### src/rtl/uart_tx_cfg_if.sv
// Word handshake between a producer and uart_tx_cfg: data qualified by start, accepted when ready.
interface uart_tx_cfg_if #(
   parameter int DATA_BITS = 8
);
   logic [DATA_BITS-1:0] data;
   logic                 start;
   logic                 ready;

   modport master (output data, output start, input  ready);
   modport slave  (input  data, input  start, output ready);
endinterface

### src/rtl/uart_tx_cfg.sv
// Configurable UART transmitter: start bit, DATA_BITS LSB first, optional parity, 1 or 2 stop bits.
// Define UART_TX_FIFO_EN to place a FIFO_DEPTH-entry FIFO in front of the framer.
//
//   state   | meaning
//   S_IDLE  | line idle high, waiting for a word
//   S_START | start bit (0) on the line
//   S_DATA  | data bits, LSB first; bit_q is the bit index
//   S_PAR   | parity bit on the line
//   S_STOP  | stop bits (1); bit_q counts stop bits
module uart_tx_cfg #(
   parameter int CLK_DIV    = 104,
   parameter int DATA_BITS  = 8,
   parameter int PARITY     = 0,
   parameter int STOP_BITS  = 1,
   parameter int FIFO_DEPTH = 4
) (
   input  logic         clk,
   input  logic         rstn,
   uart_tx_cfg_if.slave bus,
   output logic         tx_o,
   output logic         busy_o
);
   localparam int BW = $clog2(CLK_DIV);

   if (CLK_DIV < 2 || CLK_DIV > 65535 || DATA_BITS < 5 || DATA_BITS > 9 ||
       PARITY < 0 || PARITY > 2 || STOP_BITS < 1 || STOP_BITS > 2 ||
       FIFO_DEPTH < 2 || (FIFO_DEPTH & (FIFO_DEPTH - 1)) != 0) begin : g_bad_param
      $error("uart_tx_cfg: illegal parameter set");
   end

   typedef enum logic [2:0] {S_IDLE, S_START, S_DATA, S_PAR, S_STOP} state_t;

   state_t               state_q;
   logic [BW-1:0]        baud_q;
   logic [3:0]           bit_q;
   logic [DATA_BITS-1:0] shift_q;
   logic                 par_q;
   logic                 tx_q;
   logic                 bit_end;
   logic                 frame_free;
   logic                 load;
   logic                 ready;
   logic [DATA_BITS-1:0] load_data;

   assign bit_end    = (baud_q == BW'(CLK_DIV - 1));
   // Framer can take a new word when idle or in the very last cycle of the last stop bit.
   assign frame_free = (state_q == S_IDLE) ||
                       (state_q == S_STOP && bit_q == 4'(STOP_BITS - 1) && bit_end);
   assign bus.ready  = ready;
   assign tx_o       = tx_q;

`ifdef UART_TX_FIFO_EN
   localparam int PW = $clog2(FIFO_DEPTH);

   logic [DATA_BITS-1:0] mem_q [FIFO_DEPTH];
   logic [PW-1:0]        wr_q;
   logic [PW-1:0]        rd_q;
   logic [PW:0]          cnt_q;
   logic                 push;

   assign ready     = (cnt_q != (PW + 1)'(FIFO_DEPTH));
   assign push      = bus.start && ready;
   assign load      = frame_free && (cnt_q != '0);
   assign load_data = mem_q[rd_q];
   assign busy_o    = (state_q != S_IDLE) || (cnt_q != '0);

   always_ff @(posedge clk) begin
      if (!rstn) begin
         wr_q  <= '0;
         rd_q  <= '0;
         cnt_q <= '0;
      end else begin
         if (push) wr_q <= wr_q + 1'b1;
         if (load) rd_q <= rd_q + 1'b1;
         case ({push, load})
            2'b10:   cnt_q <= cnt_q + 1'b1;
            2'b01:   cnt_q <= cnt_q - 1'b1;
            default: cnt_q <= cnt_q;
         endcase
      end
   end

   always_ff @(posedge clk) begin
      if (push) mem_q[wr_q] <= bus.data;
   end
`else
   assign ready     = frame_free;
   assign load      = bus.start && frame_free;
   assign load_data = bus.data;
   assign busy_o    = (state_q != S_IDLE);
`endif

   always_ff @(posedge clk) begin
      if (!rstn) begin
         state_q <= S_IDLE;
         baud_q  <= '0;
         bit_q   <= '0;
         shift_q <= '0;
         par_q   <= 1'b0;
         tx_q    <= 1'b1;
      end else if (load) begin
         state_q <= S_START;
         baud_q  <= '0;
         bit_q   <= '0;
         shift_q <= load_data;
         par_q   <= (^load_data) ^ (PARITY == 1);
         tx_q    <= 1'b0;
      end else if (state_q != S_IDLE) begin
         if (!bit_end) begin
            baud_q <= baud_q + 1'b1;
         end else begin
            baud_q <= '0;
            case (state_q)
               S_START: begin
                  state_q <= S_DATA;
                  tx_q    <= shift_q[0];
                  shift_q <= shift_q >> 1;
               end
               S_DATA: begin
                  if (bit_q == 4'(DATA_BITS - 1)) begin
                     bit_q <= '0;
                     if (PARITY != 0) begin
                        state_q <= S_PAR;
                        tx_q    <= par_q;
                     end else begin
                        state_q <= S_STOP;
                        tx_q    <= 1'b1;
                     end
                  end else begin
                     bit_q   <= bit_q + 1'b1;
                     tx_q    <= shift_q[0];
                     shift_q <= shift_q >> 1;
                  end
               end
               S_PAR: begin
                  state_q <= S_STOP;
                  tx_q    <= 1'b1;
               end
               S_STOP: begin
                  if (bit_q == 4'(STOP_BITS - 1)) begin
                     state_q <= S_IDLE;
                     bit_q   <= '0;
                  end else begin
                     bit_q <= bit_q + 1'b1;
                  end
               end
               default: state_q <= S_IDLE;
            endcase
         end
      end
   end
endmodule

### src/flat_wrapper.sv
// flat-port wrapper written by rule: the top's interface ports become plain ports
module uart_tx_cfg_flat 
#(
   parameter int CLK_DIV    = 104,
   parameter int DATA_BITS  = 8,
   parameter int PARITY     = 0,
   parameter int STOP_BITS  = 1,
   parameter int FIFO_DEPTH = 4
)
  (clk, rstn, tx_o, busy_o, bus_data, bus_start, bus_ready);
  uart_tx_cfg_if #(.DATA_BITS(DATA_BITS)) bus_i ();
  input  logic clk;
  input  logic rstn;
  output logic tx_o;
  output logic busy_o;
  input wire logic [$bits(bus_i.data)-1:0] bus_data;
  input wire logic [$bits(bus_i.start)-1:0] bus_start;
  output wire logic [$bits(bus_i.ready)-1:0] bus_ready;
  assign bus_i.data = bus_data;
  assign bus_i.start = bus_start;
  assign bus_ready = bus_i.ready;
  uart_tx_cfg #(.CLK_DIV(CLK_DIV), .DATA_BITS(DATA_BITS), .PARITY(PARITY), .STOP_BITS(STOP_BITS), .FIFO_DEPTH(FIFO_DEPTH)) u_core (.clk(clk), .rstn(rstn), .bus(bus_i), .tx_o(tx_o), .busy_o(busy_o));
endmodule
### config.mk
export PLATFORM = sky130hd
export DESIGN_NAME = uart_tx_cfg_flat
export DESIGN_NICKNAME = d
export VERILOG_FILES = /design/src/rtl/uart_tx_cfg_if.sv /design/src/rtl/uart_tx_cfg.sv /design/src/flat_wrapper.sv
export SDC_FILE = /design/constraint.sdc
export NUM_CORES = 1
export LEC_CHECK = 0
export CORE_MARGIN = 2
export CORE_UTILIZATION = 37
export CTS_CLUSTER_SIZE = 30
export DETAILED_ROUTE_END_ITERATION = 16
export GPL_TIMING_DRIVEN = 0
export SETUP_SLACK_MARGIN = 0.3
export SLEW_MARGIN = 10
export SYNTH_ARGS = -nofsm -noshare
export SYNTH_HDL_FRONTEND = slang
export SYNTH_SLANG_ARGS = --single-unit
### constraint.sdc
create_clock -name clk -period 3.2 [get_ports clk]
set_clock_uncertainty 0.1 [all_clocks]
set_input_delay 0.64 -clock clk [delete_from_list [all_inputs] [get_ports clk]]
set_output_delay 0.64 -clock clk [all_outputs]
set_load 0.005 [all_outputs]
== Word level (Yosys, flattened, before mapping) ==
Cells that the tools add are included.
Word-level totals
  output and inout port bits: 3
  register bits: 23
  bits of input ports: 11
Cells by class
  equality and inequality tests: 11
  add/subtract/negate cells: 2
  reduce and logical (&&, ||, !) cells: 18
  muxes and demuxes: 20
  bitwise gates (word level): 1
Operators by type and width (number)
  2-to-1 mux 8 bit: 4
  one-hot mux 8 bit (2 select lines): 1
  one-hot mux 3 bit (4 select lines): 1
  AND reduction 4 bit: 3
  2-to-1 mux 4 bit: 2
  one-hot mux 4 bit (2 select lines): 1
  adder 7 x 1 -> 7 bit (second input constant): 1
  equality test 7 bit (second input constant): 1
  2-to-1 mux 1 bit: 7
  2-to-1 mux 7 bit: 1
  equality test 3 x 2 -> 1 bit (second input constant): 2
  2-to-1 mux 3 bit: 2
  inequality test 3 x 2 -> 1 bit (second input constant): 2
  AND reduction 3 bit: 2
  nonzero test 2 bit: 3
  nonzero test 3 bit: 2
  adder 4 x 1 -> 4 bit (second input constant): 1
  equality test 4 x 3 -> 1 bit (second input constant): 1
  logical NOT 4 bit: 1
  nonzero test 4 bit: 1
  equality test 3 x 1 -> 1 bit (second input constant): 1
  equality test 3 bit (second input constant): 1
  logical AND 1 bit: 3
  logical NOT 3 bit: 1
  7 further kinds: 7

== Longest topological paths before layout ==
Gate-level depths: netlist (run 1).
  depth in word-level cells: 7
  mapped depth: 8

== Worst setup path after synthesis (run 1) ==
OpenSTA, ideal clock, no wires.
  path type: register -> output
  start point: reg u_core.baud_q[0]
  end point: out bus_ready
  setup slack: 1.441 ns
  stages on the path, launching flop included: 6
  arrival: 1.019 ns
  path buffers: 0
  data required time: 2.460 ns
  cell sequence: dfxtp_1 > ha_1 > nand2_1 > nor2_1 > nand2_1 > a21boi_0
On the way
  cells in the longest elaborated chain, start to end: 3
Ends and longest elaborated chain
  start, declared: RTL line uart_tx_cfg.sv:34  | logic [BW-1:0] baud_q;
  start signal, assigned: RTL line uart_tx_cfg.sv:110  | baud_q <= baud_q + 1'b1;
  equality test 7 bit: RTL line uart_tx_cfg.sv:45  | assign bit_end = (baud_q == BW'(CLK_DIV - 1));
  logical AND 1 bit: RTL line uart_tx_cfg.sv:48  | (state_q == S_STOP && bit_q == 4'(STOP_BITS - 1) && bit_end);
  logical OR 1 bit: RTL line uart_tx_cfg.sv:47  | assign frame_free = (state_q == S_IDLE) ||
  end, declared: RTL line flat_wrapper.sv:18  | output wire logic [$bits(bus_i.ready)-1:0] bus_ready;
No other way between the ends.

== Worst setup path in the final report (run 1) ==
  start point: reg u_core.bit_q[1]
  end point: out bus_ready
On the way
  cells in the longest elaborated chain, start to end: 4
Ends and longest elaborated chain
  start, declared: RTL line uart_tx_cfg.sv:35  | logic [3:0] bit_q;
  start signal, assigned: RTL line uart_tx_cfg.sv:130  | bit_q <= bit_q + 1'b1;
  start signal, assigned: RTL line uart_tx_cfg.sv:144  | bit_q <= bit_q + 1'b1;
  logical NOT 4 bit: RTL line uart_tx_cfg.sv:48
  logical AND 1 bit (2 in a row): RTL line uart_tx_cfg.sv:48
  logical OR 1 bit: RTL line uart_tx_cfg.sv:47
No other way between the ends.

==> results of run 1 <==
[area by class of cell]
class	count	area (um2)
plain buffers	7	53.8
well taps	44	55.1
flip-flops and latches	23	462
clock inverters	1	7.51
multi-input cells	106	682
inverters	4	15.0
repair buffers	13	130
clock buffers	3	22.5
fillers	306	1650
[logic make-up (layout without fill, tap and decap cells)]
logic type | after synthesis | in the layout
adder cells (fa/ha/maj) | 3 | 3
XOR/XNOR | 10 | 10
AO/OA/AOI/OAI | 32 | 32
multiplexers | 1 | 1
buffers and inverters | 11 | 28
AND/OR/NAND/NOR | 60 | 60
flip-flops | 23 | 23
[flip-flops by register name (all words and copies together) (netlist names)]
register	count
u_core.tx_o	1
u_core.state_q	3
u_core.bit_q	4
u_core.baud_q	7
u_core.shift_q	8
[routing by layer]
layer	part of all wire [%]	vias to the layer above	GRT usage [%]
met5	0	-	0
met4	0.58	0	2.80
met3	6.4	2	4.41
met2	51	36	28.7
met1	42	495	18.0
li1	-	532	-
[how the worst max path moves through the flow]
stage / depth (start not counted) / slack (ps) / to
2_1_floorplan: 5 / 1440 / bus_ready
3_3_place_gp: 6 / 800 / bus_ready
3_5_place_dp: 6 / 770 / bus_ready
4_1_cts: 6 / 400 / bus_ready
5_1_grt: 6 / 320 / bus_ready
6_report: 6 / 470 / bus_ready
[power groups by stage]
| stage | clock, uW | sequential, uW | combinational, uW |
|---|---|---|---|
| 6_report | 147 | 308 | 75.0 |
| 5_1_grt | 164 | 310 | 83.4 |
| 4_1_cts | 151 | 308 | 75.3 |
| 3_5_place_dp | 0 | 314 | 75.1 |
| 3_3_place_gp | 0 | 313 | 73.5 |
| 2_1_floorplan | 0 | 312 | 44.6 |
[worst min-delay path, stage by stage, from the launching register on]
cell and delay [ps]:
dfxtp_1 350, nand2_1 60, a21oi_1 50
[metrics by stage]
step / hold WS [ps] / setup WS (ps) / utilization, %
final: 384 / 466 / 46.4
after global routing: 406 / 320 / 46.4
after CTS: 388 / 397 / 46.3
after detailed placement: 370 / 773 / 45.3
after global placement: 363 / 797 / 45.3
after floorplan: 348 / 1440 / -
[cell usage in the layout, fill, tap and decap left out, drive strengths merged, types with 2 or more instances in the layout]
cell type / synthesis / layout
inv: 4 / 4
a21oi: 5 / 5
o221ai: 7 / 7
nand3b: 3 / 3
xnor2: 8 / 8
clkbuf: 2 / 5
nor2: 23 / 23
clkdlybuf4s50: 0 / 13
nand2b: 2 / 2
dfxtp: 23 / 23
nand3: 5 / 5
o211ai: 2 / 2
xor2: 2 / 2
nand4: 2 / 2
and3: 5 / 5
ha: 3 / 3
o22ai: 8 / 8
or2: 2 / 2
buf: 5 / 5
nand2: 12 / 12
nor3: 2 / 2
a21boi: 3 / 3
o21ai: 5 / 5
[timing repair]
item / CTS / global route
hold buffers: 0 / 0
buffers inserted: 0 / 0
endpoints found under the setup margin: 0 / 1
gates resized for setup: 0 / 2
==> results.json, run 1 <==
{
  "drc_errors": 0,
  "synth_compound_area_share_pct": 18.0,
  "period_needed_ps": 2730,
  "cts_root_buf": "clkbuf_4",
  "cts.sinks": 23,
  "dp.cells": 197,
  "rr_startpoint": "u_core.bit_q[0]",
  "vias": 1065,
  "cts.clk_slew.worst_paths_ps": 150,
  "whs_path_depth": 2,
  "crit_start": "u_core.bit_q[1]",
  "synth_fa_ha_area_share_pct": 3.11,
  "ant_nets": 0,
  "syn_to_final_growth_pct": 18.1,
  "start_util_pct": 39.3,
  "cp_slowest_cell": "clkdlybuf4s50_1",
  "internal-power_uw": 384,
  "critPathMaxFanout": 5,
  "r2r_slack_ps": 1240,
  "grt_pass1_vias": 993,
  "reg2reg_depth": 8,
  "gp_congestion": 0.784,
  "synth_xor_xnor_area_share_pct": 7.25,
  "crit_required_ps": 2460,
  "cts_tree": "done",
  "seqPwrFrac_pct": 58.1,
  "stdcell_count": 201,
  "port-buffer-count": 13,
  "grt_pass1_wl_um": 4370,
  "yosysUniqueCellTypes": 37,
  "ios": 14,
  "startpoint_type": "register",
  "synth_edf_count": 0,
  "synthTopCellsByCount": "23 x dfxtp_1, 23 x nor2_1, 11 x nand2_1",
  "r2r_end": "u_core.baud_q[1]",
  "cts_made_buffers": 3,
  "hold_path_end": "u_core.baud_q[1]",
  "fp.dieW_um": 61.2,
  "avgSynthCellArea_um2": 8.63,
  "place_hpwl_um": 1940,
  "synth_top_family_by_area": "simple AND/OR/NAND/NOR gates",
  "switchingPower_uw": 146,
  "netlist_instances": 140,
  "power.share.clock_pct": 27.7,
  "power_leakage_uw": 0.000501,
  "slew_headroom_pct": 63.7,
  "synth-simple-area-share_pct": 27.0,
  "via_per_inst": 5.30,
  "wl_per_cell_um": 12.8,
  "outcome": "completed",
  "die_h_um": 61.2,
  "die_area_um2": 3740,
  "globalRouteOverflowTotal": 0,
  "core_area_um2": 3080,
  "power_uw": 530,
  "antenna_found_initial": 0,
  "ys_seq_area_share_pct": 38.1,
  "cts_buffer_depth": 2,
  "hold_viol": 0,
  "slew_viol_final": 0,
  "critPathTopFamily": "buffers and inverters",
  "power_density_nw_per_um2": 371,
  "drv_cap": 0,
  "clk_latency_ps": 330,
  "syn_area_um2": 1210,
  "fin_nets": 172,
  "fmax_ghz": 0.366,
  "crit_path_end_kind": "output pin",
  "place_area_um2": 1390,
  "synth-seq-cells": 23,
  "yosysWarnings": 0,
  "ys_top_cells_by_area": "dfxtp_1 38%, nor2_1 7.1%, xnor2_1 5.8%, o221ai_1 5.1%, o22ai_1 4.1%",
  "rows": 20,
  "first_pass_iters": 4,
  "antenna_cells": 0,
  "final.setup.tns_ps": 0,
  "synth-async-reset-ratio_pct": 0,
  "swShare_pct": 27.6,
  "path_cells": "inv_1, ha_1, nor3b_2, nand2_1, a21boi_0, clkdlybuf4s50_1",
  "min_path_type": "reg2reg",
  "layout-drive-gt1-share_pct": 11.5,
  "synth_largest_area_cell": "dfxtp_1",
  "critical_path_arrival_ps": 1990,
  "synth_ff_type": "dfxtp_1",
  "routed_wl_um": 2570,
  "synth_top_area_share_pct": 38.1,
  "grt_max_degree": 15,
  "timing.final.crit_share_pct": 85.4,
  "rsz0062_at_grt": "no",
  "grt_util_all_layers_pct": 15.6,
  "peakVddDrop_v": 0.000182,
  "setup_viol": 0,
  "syn_nets": 154,
  "slowest_delay_ps": 530,
  "critPathKind": "reg2out",
  "worst-path-buf-inv": 2,
  "tightest_slew_ps": 540,
  "hp-start": "u_core.baud_q[1]",
  "fin_area_um2": 1430,
  "htree_levels": 1,
  "synthMuxAreaShare_pct": 0.828,
  "first_iter_violations": 42,
  "combPwrFrac_pct": 14.2
}
No activity file was read; power rests on OpenSTA's default activity.
==> run 2, diff against run 1 <==
Settings changed: CORE_MARGIN 2 to unset, CORE_UTILIZATION 37 to 40.
==> results.json, run 2 (synthesis results as in run 1) <==
{
  "ios": 14,
  "setup_viol": 0,
  "crit_start": "u_core.baud_q[0]",
  "vias": 1007,
  "fp.dieW_um": 57.0,
  "power_leakage_uw": 0.000501,
  "timing.final.crit_share_pct": 87.1,
  "tightest_slew_ps": 506,
  "rsz0062_at_grt": "no",
  "grt_util_all_layers_pct": 16.2,
  "antenna_cells": 0,
  "core_area_um2": 2810,
  "crit_required_ps": 2460,
  "slew_headroom_pct": 66.0,
  "layout.area.seq_um2": 460,
  "critPathKind": "reg2out",
  "critPathMaxFanout": 3,
  "cts_tree": "done",
  "slew_viol_final": 0,
  "clk_latency_ps": 320,
  "reg.largest.list": "u_core.shift_q: 8 flops, u_core.baud_q: 7 flops, u_core.bit_q: 4 flops",
  "hold_viol": 0,
  "grt_pass1_wl_um": 4080,
  "crit_path_end_kind": "output pin",
  "first_pass_iters": 4,
  "cts_resized": 0,
  "htree_levels": 1,
  "fmax_ghz": 0.359,
  "gp_congestion": 0.840,
  "routed_wl_um": 2470,
  "globalRouteOverflowTotal": 0,
  "cts.sinks": 23,
  "wl_per_cell_um": 13.1,
  "largest_register_ffs": 8,
  "min_path_type": "reg2reg",
  "place_area_um2": 1380,
  "multi_input_area_um2": 679,
  "cts_buffer_depth": 2,
  "die_area_um2": 3250,
  "fin_nets": 172,
  "cts_root_buf": "clkbuf_4",
  "outcome": "completed",
  "cts_made_buffers": 3,
  "rr_startpoint": "u_core.bit_q[0]",
  "ant_nets": 0,
  "final.setup.tns_ps": 0,
  "grt_pass1_vias": 944,
  "place_hpwl_um": 1860,
  "via_per_inst": 5.36,
  "antenna_found_initial": 0,
  "final_cell_mix": "23 x nor2_1, 23 x dfxtp_1, 13 x clkdlybuf4s50_1",
  "post_cts_buffers": 0,
  "syn_to_final_growth_pct": 16.5,
  "cts_hold_buf": 0,
  "fillCellCount": 288,
  "largest-register": "u_core.shift_q",
  "fin_area_um2": 1410,
  "period_needed_ps": 2790,
  "port-buffer-count": 13,
  "grt_max_degree": 15,
  "startpoint_type": "register",
  "drv_cap": 0,
  "drc_errors": 0,
  "fin_ws_ps": 413,
  "power_density_nw_per_um2": 374,
  "rows": 19,
  "pre_cts_ws_ps": 798,
  "layout-drive-gt1-share_pct": 10.2,
  "peakVddDrop_v": 0.000185,
  "critical_path_arrival_ps": 2050,
  "hp-start": "u_core.shift_q[7]",
  "cts.clk_slew.worst_paths_ps": 150,
  "start_util_pct": 43.1,
  "die_h_um": 57.0,
  "first_iter_violations": 25
}
## run 2: cell types whose count changed in the layout (fill, tap and decap cells not counted)
| cell | previous run | this run |
|---|---|---|
| dfxtp_1 | 22 | 23 |
| nor2_2 | 1 | 0 |
| nor2_1 | 22 | 23 |
| dfxtp_2 | 1 | 0 |
## run 2: path summary, 6_finish.rpt
kind                            cells past startpoint  slack (ps)                 to
worst min register to register                      2         390  u_core.shift_q[7]
worst max-delay path                                6         410          bus_ready
worst min-delay path                                2         390  u_core.shift_q[7]
worst max register to register                      8        1190  u_core.state_q[1]
## run 2: cell type report
| cell class | count | area share [%] |
|---|---|---|
| Sequential cell | 23 | 32.7 |
| Buffer | 7 | 3.82 |
| Tap cell | 31 | 2.76 |
| Inverter | 4 | 1.07 |
| Clock buffer | 3 | 1.60 |
| Clock inverter | 1 | 0.533 |
| Timing Repair Buffer | 13 | 9.24 |
| Multi-Input combinational cell | 106 | 48.3 |
## run 2: where the power goes
part	switching [uW]	internal, uW
Clock	96.2	47.8
Combinational	37.1	37.5
Sequential	8.79	299
## run 2: worst max-delay path, stage by stage, from the launching register on
cell and delay [ps]:
dfxtp_1 400, ha_1 210, nand2_1 100, nor2_1 220
nand2_1 70, a21boi_0 190, clkdlybuf4s50_1 530
## run 2: routing by layer
layer	track usage (%)	routed length, um	vias to the layer above
li1	-	-	535
met1	19.1	1160	455
met2	28.9	1210	15
met3	2.27	76	2
met4	7.32	22	0
met5	0	0	-
## run 2: metrics by stage
stage | hold WS (ps) | cells | utilization (%) | power [uW]
3_3_place_gp | 361 | 184 | 49.1 | 387
6_report | 391 | 188 | 50.2 | 526
4_1_cts | 392 | 188 | 50.2 | 535
3_5_place_dp | 372 | 184 | 49.1 | 389
2_1_floorplan | 348 | 140 | - | 357
5_1_grt | 425 | 188 | 50.2 | 553
